<file path="config.mk">
export PLATFORM = sky130hd
export DESIGN_NAME = mac_accumulator
export DESIGN_NICKNAME = d
export VERILOG_FILES = /design/src/rtl/mac_accumulator.sv
export SDC_FILE = /design/constraint.sdc
export NUM_CORES = 1
export LEC_CHECK = 0
export ABC_CLOCK_PERIOD_IN_PS = 6300
export CORE_MARGIN = 1
export CORE_UTILIZATION = 59
export DETAILED_ROUTE_END_ITERATION = 7
export HOLD_SLACK_MARGIN = 0.05
export PLACE_DENSITY = 0.8
export SYNTH_ARGS = -nofsm -noshare
export SYNTH_HDL_FRONTEND = slang
export SYNTH_SLANG_ARGS = --single-unit
</file>
<file path="constraint.sdc">
create_clock -name clk -period 6.3 [get_ports clk]
set_input_delay 1.26 -clock clk [delete_from_list [all_inputs] [get_ports clk]]
set_output_delay 1.26 -clock clk [all_outputs]
set_load 0.03 [all_outputs]
</file>
<file path="src/rtl/mac_accumulator.sv">
// ============================================================================
// mac_accumulator : block multiply-accumulate over a valid/ready operand stream
// Rev 1.0
// ============================================================================
`default_nettype none

module mult (
  input  logic [7:0]  a,
  input  logic [7:0]  b,
  output logic [15:0] y
);
  assign y = a * b;
endmodule

module mac_accumulator #(
  parameter int ACC_W = 24,
  parameter int LEN_W = 8
) (
  input  logic             clk,
  input  logic             reset_n,
  input  logic             start,
  input  logic [LEN_W-1:0] len,
  input  logic             in_valid,
  output logic             in_ready,
  input  logic [7:0]       a,
  input  logic [7:0]       b,
  output logic             out_valid,
  input  logic             out_ready,
  output logic [ACC_W-1:0] acc_out,
  output logic             overflow,
  output logic             busy
);

  typedef enum logic [1:0] {
    S_IDLE  = 2'd0,
    S_RUN   = 2'd1,
    S_DRAIN = 2'd2,
    S_DONE  = 2'd3
  } state_t;

  state_t             r_state;
  logic [LEN_W-1:0]   r_len;
  logic [LEN_W-1:0]   r_count;
  logic [7:0]         r_a;
  logic [7:0]         r_b;
  logic               r_p_valid;
  logic [ACC_W-1:0]   r_acc;
  logic               r_ovf;

  logic [15:0]        w_prod;
  logic [ACC_W:0]     w_sum;
  logic [LEN_W-1:0]   w_count_nxt;
  logic               w_xfer;

  mult u_mult (
    .a (r_a),
    .b (r_b),
    .y (w_prod)
  );

  assign w_xfer      = (r_state == S_RUN) && in_valid;
  assign w_count_nxt = r_count + {{(LEN_W-1){1'b0}}, 1'b1};
  // Extra MSB captures the carry-out that feeds the sticky overflow flag.
  assign w_sum       = {1'b0, r_acc} + {{(ACC_W-15){1'b0}}, w_prod};

  always_ff @(posedge clk or negedge reset_n) begin
    if (!reset_n) begin
      r_state   <= S_IDLE;
      r_len     <= '0;
      r_count   <= '0;
      r_a       <= '0;
      r_b       <= '0;
      r_p_valid <= 1'b0;
      r_acc     <= '0;
      r_ovf     <= 1'b0;
    end else begin
      r_p_valid <= w_xfer;
      if (w_xfer) begin
        r_a     <= a;
        r_b     <= b;
        r_count <= w_count_nxt;
      end
      if (r_p_valid) begin
        r_acc <= w_sum[ACC_W-1:0];
        r_ovf <= r_ovf | w_sum[ACC_W];
      end

      case (r_state)
        S_IDLE: begin
          if (start) begin
            r_acc   <= '0;
            r_ovf   <= 1'b0;
            r_count <= '0;
            r_len   <= len;
            r_state <= (len == '0) ? S_DONE : S_RUN;
          end
        end
        S_RUN: begin
          if (w_xfer && (w_count_nxt == r_len))
            r_state <= S_DRAIN;
        end
        S_DRAIN: r_state <= S_DONE;
        S_DONE: begin
          if (out_ready)
            r_state <= S_IDLE;
        end
        default: r_state <= S_IDLE;
      endcase
    end
  end

  assign in_ready  = (r_state == S_RUN);
  assign out_valid = (r_state == S_DONE);
  assign busy      = (r_state != S_IDLE);
  assign acc_out   = r_acc;
  assign overflow  = r_ovf;

endmodule

`default_nettype wire

</file>
-- Yosys cells after proc, flatten, opt, wreduce, memory -nomap -nowiden
Index checks and enable logic that the tools add are counted.
- $mul: 1
- $add $sub $neg: 2
- bitwise gates (word level): 1
- reduce and logical (&&, ||, !) cells: 7
- eq/ne operators: 7
- multiplexer cells: 14
- operators by type and width (cell ; number):
    $mux 24 ; 3
    $add 24x16->25 ; 1
    $mux 8 ; 3
    $mul 8x8->16 ; 1
    $add 8x1->8 const B ; 1
    $eq 8x8->1 ; 1
    $logic_not 8->1 ; 1
    $mux 2 ; 4
    $pmux 2 s4 ; 1
    $eq 2x2->1 const B ; 2
    $ne 2x1->1 const B ; 2
    $mux 1 ; 3
    $reduce_and 3->1 ; 1
    $eq 2x1->1 const B ; 1
    $logic_and 1x1->1 ; 2
    $logic_not 2->1 ; 1
    $ne 2x2->1 const B ; 1
    $reduce_and 2->1 ; 1
    $reduce_bool 2->1 ; 1
    $or 1x1->1 ; 1
- register bits: 60
- bits of input ports: 29

-- Longest topological paths before layout
Gate-level depths: netlist of run 1.
- depth after elaboration: 6
- mapped depth: 18
- mapped depth without buffers: 16

-- Hierarchy
From an unflattened synthesis of run 1, not the netlist that was laid out.
- cells, all modules: 637
- area total of the unflattened synthesis: 5661.7 µm²
- by module, submodules not included (module ; area an instance (µm²) ; cells an instance ; sequential area each (µm²) ; times used):
    mac_accumulator ; 3554.7 ; 394 ; 1501.4 ; 1
    mult ; 2107.0 ; 243 ; 0.0 ; 1

-- Worst setup path after synthesis of run 1
OpenSTA, ideal clock, no wires.
- kind: register to register
- start: register r_a[5]
- end: register r_acc[21], in the netlist acc_out[21]
- path slack: 1.882 ns
- buffers on the path: 2
- stages on the path, launching flop included: 18
- data arrival time: 4.297 ns
- cell sequence: dfrtp_1 > clkbuf_1 > nand2_1 > fa_1 > inv_1 > fa_1 > fa_1 > inv_1 > fa_1 > inv_1 > ha_1 > clkbuf_1 > nor3_1 > nor2_1 > o22ai_2 > o41ai_4 > a31oi_1 > a41o_1
- word-level cells in the longest chain between the ends: 5
- ends and longest elaborated chain (element ; line ; text):
    from (decl) ; 44 ; logic [7:0] r_a;
    from (signal assigned) ; 71 ; r_a <= '0;
    from (signal assigned) ; 79 ; r_a <= a;
    $mul 8x8->16 (*) ; 12 ; assign y = a * b;
    $add 24x16->25 (*) ; 64 ; assign w_sum = {1'b0, r_acc} + {{(ACC_W-15){1'b0}}, w_prod};
    $mux 24 (*) ; 83 ; if (r_p_valid) begin
    $mux 24 ; 90 ; if (start) begin
    $mux 24 (*) ; 88 ; case (r_state)
    to (signal assigned) ; 84 ; r_acc <= w_sum[ACC_W-1:0];
    to (decl) ; 47 ; logic [ACC_W-1:0] r_acc;
Every way passes the cells marked *; elsewhere a longest branch is shown, timed or not.
A chain may end at the register's enable or synchronous reset.

-- Worst setup path in the final report of run 1
- start: register r_a[0]
- end: register r_acc[21], in the netlist acc_out[21]
The elaborated chain is that of the path after synthesis.

==> flow_results.org, run 1 <==
** Synthesis
- Counting every instance in the synthesized netlist gives 599.
- Ys flop type :: dfrtp_1
- Syn Nets :: 725
- After synthesis, the share of flip-flops with an asynchronous set or reset is 100%.
- Yosys mapped a number of flops with a built-in enable equal to 0.
- Summed instance area of the synthesized netlist :: 5540 um^2
- The netlist uses 59 different library cells.
- Dividing the synthesized area by the synthesized cell count gives 9.24 um^2.
- The Yosys step of the flow raised 0 warnings.
- Summing the sequential cell areas from Yosys gives 27.1% of the chip area.
- Number of register bits inferred by synthesis :: 60

** Clock tree
- TritonCTS built the clock tree.
- For the worst-skew pair, the clock arrives at the later sink with an insertion delay of 0.35 ns.
- After clock tree synthesis, the clock-pin slew on the worst setup and hold paths is 0.08 ns.
- The H-tree generated during clock tree synthesis spans 3 levels.
- The number of clock buffers added by TritonCTS is 9.
- Clock tree synthesis found a total of 60 sinks.
- Cell at the root of the clock tree :: clkbuf_8
- Buffer levels on the longest clock path :: 2
- Number of setup buffers added after CTS :: 0
- Number of gates given a new drive strength after cts :: 0
- Hold_buf cts :: 0

** Worst setup path
- The startpoint identified for the worst register-to-register timing path is r_a[0].
- The worst setup path is captured at a flop.
- The worst setup path is launched from a flop.
- For the worst flop-to-flop path, the logic depth is 15.
- Data required time at the worst endpoint :: 6.55 ns
- The endpoint identified for the worst register-to-register timing path is acc_out[21].
- Critical path data arrival time :: 5.05 ns
- The critical path is of the reg2reg type.
- In this run the worst setup path begins at r_a[0].
- Of all nets on the critical path, the largest fanout is 9.
- In this run the register-to-register setup slack is 1.50 ns.

** Die
- Starting density of the core :: 62.3%
- Measured along the x axis, the die boundary spans 98.9 um.
- The core region is 8890 um^2.
- In this run the vertical extent of the chip is 98.9 um.
- The die covers 9770 um^2.
- Top-Level Pins :: 57
- After floorplanning, the core was divided into 34 placement rows.

** Min path
- Hold endpoint :: r_len[1]
- Min-Delay Path Depth :: 2
- Launch point of the worst hold path :: r_len[1]
- The worst hold path belongs to the class reg2reg.

** Global route
- GR Util met3 :: 5.18%
- For met1 alone, demand over resource in global routing was 36.3%.
- GRT Resource Usage Total :: 26.7%
- The via count of the first global-routing pass came to 4325.
- Met2 Usage GRT :: 43.6%
- Wire length of the first global-routing pass :: 20600 um
- Maximum number of pins on one net before global-route repair :: 61
- met2 is the most crowded layer.
- Remaining global-route overflow :: 0
- The number of antenna violations at the first check in global routing came to 0.

** STA
- The number of hold violations in the final report is 0.
- Post-route fraction of the period consumed by the critical path :: 76.3%
- Setup violations remaining at the end of the flow were counted as 0.
- Pins over their slew limit :: 0
- Slew of the pin with the lowest slew margin :: 0.791 ns
- Setup repair after global routing left no endpoint under its margin.
- The routed design could run at a clock period as short as 4.80 ns.
- The worst pin sits at a relative slew slack of 47.3%.
- Static timing analysis puts the maximum clock frequency at 208 MHz.
- After routing, the total negative slack on setup checks comes to 0 ns.
- The clock arrives with 0.0172 ns of skew.
- Worst slack on hold paths :: 0.496 ns

** Finish
- The repair_antennas step left the layout with diodes totalling 0.
- Count of nets after finishing :: 779
- Share of post-route cells with drive strength above 1 :: 7.61%
- Cells fill 72.0% of the core in the end.
- Synth-to-layout area growth :: 15.7%

** Detailed routing
- After detailed routing, the number of remaining DRC violations is 0.
- The detail route stage leaves a number of antenna-violating nets equal to 0.
- DRC violation total after the first TritonRoute iteration :: 204
- In the routed layout, each cell is associated on average with a via count of 5.51.
- The routed layout has 4212 vias.
- Routed wire length :: 11800 um
- DR pass1 iterations :: 6
- In the final routed layout, each cell accounts on average for 15.4 um.

** Placement
- Routability-driven placement finished with a final weighted congestion of 0.888.
- After legalization and detailed placement, the total HPWL measured 8810 um.
- Port Buffer Count :: 56

** Run status
- Status :: complete, no violations

** Flow run
- Max-cap violations in this run came to 0.
[metal layers]
metal | up-vias | wire length [um]
li1 | 2029 | -
met1 | 2038 | 5310
met2 | 118 | 5680
met3 | 27 | 629
met4 | 0 | 191
met5 | - | 0
[metrics by stage]
step | std cells | area [um^2] | setup slack, ns
final | 765 | 6400 | 1.50
after global routing | 765 | 6400 | 1.27
after CTS | 765 | 6400 | 1.52
after detailed placement | 750 | 6190 | 1.55
after global placement | 750 | 6190 | 1.71
after floorplan | 599 | 5540 | 1.88
[synthesized netlist by cell type (all sizes together) (2+ instances only)]
cell	n	area (um^2)
o21ai	21	105
nor4	4	25.0
xnor2	13	121
mux2	16	180
a31oi	4	25.0
o41ai	2	43.8
nand4	5	31.3
fa	50	1000
a21o	3	23.8
nor2b	2	12.5
nor3	10	50.1
nor2	33	124
buf	2	7.51
o31ai	2	20.0
o211ai	2	15.0
or2	3	21.3
a211oi	2	15.0
clkbuf	14	52.6
mux2i	13	130
nor3b	2	15.0
a211o	3	26.3
nand3	10	55.1
ha	47	588
o22ai	2	18.8
or3	5	31.3
and2	38	240
and3	3	23.8
inv	107	402
nand2	73	274
o21bai	3	22.5
xor2	9	78.8
a21oi	22	114
dfrtp	60	1500
[worst max-delay path, stage by stage (launching register included)]
cell and delay [ns]:
dfrtp_1 0.48, nand2_1 0.13, fa_1 0.51, fa_1 0.56, inv_1 0.06, fa_1 0.55
inv_1 0.06, fa_1 0.54, inv_1 0.04, ha_1 0.36, a21oi_1 0.16, o221ai_4 0.28
o22ai_2 0.14, o41ai_4 0.45, a31oi_1 0.15, a41o_1 0.21
[flip-flops by register name (all words and copies together), names as in the netlist]
signal     cells
r_count        8
r_state        2
overflow       1
r_p_valid      1
acc_out       24
r_a            8
r_b            8
r_len          8
[how the worst max path moves through the flow]
stage                  end  slack (ns)  cells after the start
3_3_place_gp   acc_out[21]        1.71                     15
5_1_grt        acc_out[23]        1.27                     15
3_5_place_dp   acc_out[21]        1.55                     15
4_1_cts        acc_out[21]        1.52                     15
2_1_floorplan  acc_out[21]        1.88                     17
6_report       acc_out[21]        1.50                     15
[kinds of logic (layout without fill, tap and decap cells)]
| logic type | after synthesis | in the layout | share of synthesized area [%] |
|---|---|---|---|
| mux | 29 | 29 | 5.61 |
| xor+xnor | 22 | 22 | 3.62 |
| flops | 60 | 60 | 27.1 |
| compound gates | 75 | 75 | 9.65 |
| fa+ha+maj | 97 | 97 | 28.7 |
| simple gates | 192 | 192 | 16.9 |
| buf+inv | 124 | 182 | 8.41 |
[cell type report]
| class | instances | area (um^2) |
|---|---|---|
| clock buffers | 11 | 141 |
| clock inverters | 4 | 73.8 |
| flip-flops and latches | 60 | 1500 |
| repair buffers | 59 | 578 |
| fillers | 670 | 2490 |
| well taps | 108 | 135 |
| multi-input cells | 415 | 3570 |
| inverters | 108 | 405 |
[cell usage in the layout, fill, tap and decap left out, types with 9 or more instances in the layout]
| cell type | count |
|---|---|
| a21oi_1 | 21 |
| and2_1 | 37 |
| clkbuf_8 | 10 |
| clkdlybuf4s50_1 | 55 |
| dfrtp_1 | 60 |
| fa_1 | 50 |
| ha_1 | 47 |
| inv_1 | 106 |
| mux2_2 | 16 |
| mux2i_1 | 13 |
| nand2_1 | 73 |
| nand3_1 | 9 |
| nor2_1 | 33 |
| nor3_1 | 10 |
| o21ai_0 | 17 |
| xnor2_1 | 12 |
| xor2_1 | 9 |
Power of run 1 is not shown: default switching activity piles up to over one toggle a cycle in this logic, so the estimate is an artifact.
==> run 2, diff against run 1 <==
Settings changed: ABC_CLOCK_PERIOD_IN_PS 6300 to 4900.
Clock period 6.3 ns to 4.9 ns, I/O delays scaled along.
==> run 2 against run 1 <==
  * Clock skew rose by 0.00096 ns
  * Global-route usage is 0.20 points higher
  * First-iteration DRC count fell by 5.4%
  * Worst hold slack better by 0.0016 ns
  * Wire length up 0.80%
  * Flip-flop and latch count unchanged
  * Non-clock buffer count did not move
  * Register-to-register slack worse by 1.2 ns
  * Critical path depth decreased by 1
  * Sequential share of layout area about the same
  * Core utilization rose by 0.084 points
  * Maximum frequency grew 3.4%
  * Critical path type unchanged
==> flow_results.org, run 2 (synthesis gave the netlist of run 1 again) <==
** Run status
- Status: complete, no violations (unchanged).

** Global route
- The number of antenna violations at the first check in global routing was 0 (unchanged).
- The overall overflow remaining after global route was 0 (unchanged).
- The first-pass GRT wire length was 20700 um (was 20600 um).
- Maximum number of pins on one net before global-route repair :: 61 (unchanged)
- The via count of the first global-routing pass is 4462 (was 4325).
- GRT Resource Usage Total :: 26.9% (was 26.7%)

** Min path
- Path type of the worst min-delay path :: reg2reg (unchanged)

** Finish
- The flip-flop and latch area was 1510 um^2 (was 1500 um^2).
- Post-layout instance area :: 6410 um^2 (was 6400 um^2)
- The most common library cell in the layout ignoring fill and taps is inv_1 (unchanged).
- Highest-count cells in the layout ignoring fill and taps: 106 x inv_1, 73 x nand2_1, 57 x dfrtp_1 (was 106 x inv_1, 73 x nand2_1, 60 x dfrtp_1).
- The number of flip-flops in the largest register was 24 (unchanged).
- The count of nets after finishing came to 779 (unchanged).
- The count of inserted antenna diode cells was 0 (unchanged).
- The ratio of cells with drive above 1 in the final layout was 8.22% (was 7.61%).
- The multi-input gate area in the final layout was 3570 um^2 (about the same).
- The number of standard cells in the final layout excluding fillers was 765 (unchanged).
- The synthesis-to-finish area growth came to 15.8% (was 15.7%).
- The count of filler cells inserted in the layout came to 655 (was 670).

** Die
- Overall die area :: 9770 um^2 (unchanged)
- Starting density of the core :: 62.3% (unchanged)
- Die width :: 98.9 um (unchanged)
- The height of the die came to 98.9 um (unchanged).
- The cell row count came to 34 (unchanged).
- The core area came to 8890 um^2 (unchanged).
- The I/O pin count was 57 (unchanged).

** STA
- Setup TNS :: 0 ns (unchanged)
- Unrepaired setup endpoints after global routing: false (unchanged).
- The number of hold violations in the final report was 0 (unchanged).
- The maximum achievable frequency is 215 MHz (was 208 MHz).
- Final critical-path required period :: 4.65 ns (was 4.80 ns)
- Post-layout worst setup margin :: 0.253 ns (was 1.50 ns)
- The count of pins over their slew limit came to 0 (unchanged).
- Worst relative slew slack :: 47.9% (was 47.3%)
- The number of setup violations in the final report was 0 (unchanged).
- The largest clock skew in the final design is 0.0182 ns (was 0.0172 ns).
- The worst-margin pin slew is 0.782 ns (was 0.791 ns).
- Post-route fraction of the period consumed by the critical path :: 94.8% (was 76.3%)

** Worst setup path
- The critical path data required time is 5.17 ns (was 6.55 ns).
- The class of the most critical setup path was reg2reg (unchanged).
- The maximum fanout encountered on the critical timing path is 9 (unchanged).
- The data arrival time of the critical path is 4.92 ns (was 5.05 ns).
- Element type at the critical path end :: flop (unchanged)
- The element type at the critical path start was a flop (unchanged).

** Clock tree
- Buffer levels on the longest clock path :: 2 (unchanged)
- The clock transition at the registers of the reported paths came to 0.07 ns (was 0.08 ns).
- The clock net sink count came to 60 (unchanged).
- Hold_buf cts :: 0 (unchanged)
- The root buffer cell is clkbuf_8 (unchanged).
- TritonCTS clock tree :: yes (unchanged)
- Clock buffers created by TritonCTS :: 9 (unchanged)
- The level count of the clock H-tree came to 3 (unchanged).
- Skew-Pair Late Insertion Delay :: 0.35 ns (about the same)

** Detailed routing
- The sum of met3 wire segment lengths after detailed routing came to 599 um (was 629 um).
- DR pass1 iterations :: 4 (was 6)
- Met1 wire length :: 5270 um (was 5310 um)
- Vias after detailed routing :: 4265 (was 4212)
- Detailed-routed wire length on met2 :: 5890 um (was 5680 um)
- Highest metal layer with signal wires :: met4 (unchanged)
- The average via count per standard cell was 5.58 (was 5.51).
- Number of remaining DRC errors :: 0 (unchanged)
- The count of antenna-violating nets left after detailed routing is 0 (unchanged).
- Wire length per cell :: 15.6 um (was 15.4 um)
- DRC violation total after the first TritonRoute iteration :: 193 (was 204)
- Routed wire length :: 11900 um (was 11800 um)

** Placement
- The cell area reported after detailed placement was 6190 um^2 (unchanged).
- The number of buffers inserted by port buffering came to 56 (unchanged).
- The total half-perimeter wirelength after legalization and detailed placement was 8810 um (about the same).
- The last weighted congestion value of the routability-driven placer is 0.888 (unchanged).
- Placed instance count :: 750 (unchanged)
- The worst setup slack after placement was 0.187 ns (was 1.55 ns).

** Flow run
- Max-cap viol count :: 0 (unchanged)
==> run 2: cell counts in the layout (fill, tap and decap cells not counted) <==
No cell type changed its count.
==> run 2: stage by stage <==
stage                     hold slack, ns  util, %
after floorplan                    0.465        -
after global placement             0.479     69.6
after detailed placement           0.482     69.6
after CTS                          0.500     72.0
after global routing               0.540     72.1
final                              0.498     72.1
==> run 2: final cells by class <==
class | instances | share of cell area (%)
sequential | 60 | 23.5
tap | 108 | 2.11
inverter | 108 | 6.32
clock buffer | 11 | 2.21
clock inverter | 4 | 1.15
timing repair buffer | 59 | 9.02
multi-input combinational | 415 | 55.7
==> run 2: worst max-delay path: stages, from the launching register on <==
cell and delay (ns):
dfrtp_1 0.54, nand2_1 0.13, fa_1 0.51, fa_1 0.51, inv_1 0.06, fa_1 0.56
inv_1 0.06, fa_1 0.53, inv_1 0.04, ha_1 0.37, nand4_1 0.21, a211o_1 0.36
and3_4 0.19, or3_1 0.34, a21oi_1 0.15
==> run 2: per-layer routing <==
| layer | global-route usage (%) | up-vias |
|---|---|---|
| met5 | 0 | - |
| met4 | 9.07 | 0 |
| met3 | 5.82 | 21 |
| met2 | 44.8 | 118 |
| met1 | 35.1 | 2095 |
| li1 | - | 2031 |
==> run 2: final timing paths <==
path,start,end,slack (ns),cells after the start
min in group asynchronous,reset_n,acc_out[17],0.79,2
max,r_b[4],acc_out[20],0.25,14
min,r_len[1],r_len[1],0.50,2
max in group asynchronous,reset_n,r_a[2],3.56,2
min reg2reg,r_len[1],r_len[1],0.50,2
max reg2reg,r_b[4],acc_out[20],0.25,14
==> run 2: what timing repair did <==
item | in CTS | in global routing
setup buffers | 0 | 0
setup endpoints to repair | 0 | 7
gates resized for setup | 0 | 4
Power of run 2 is left out for the same reason.
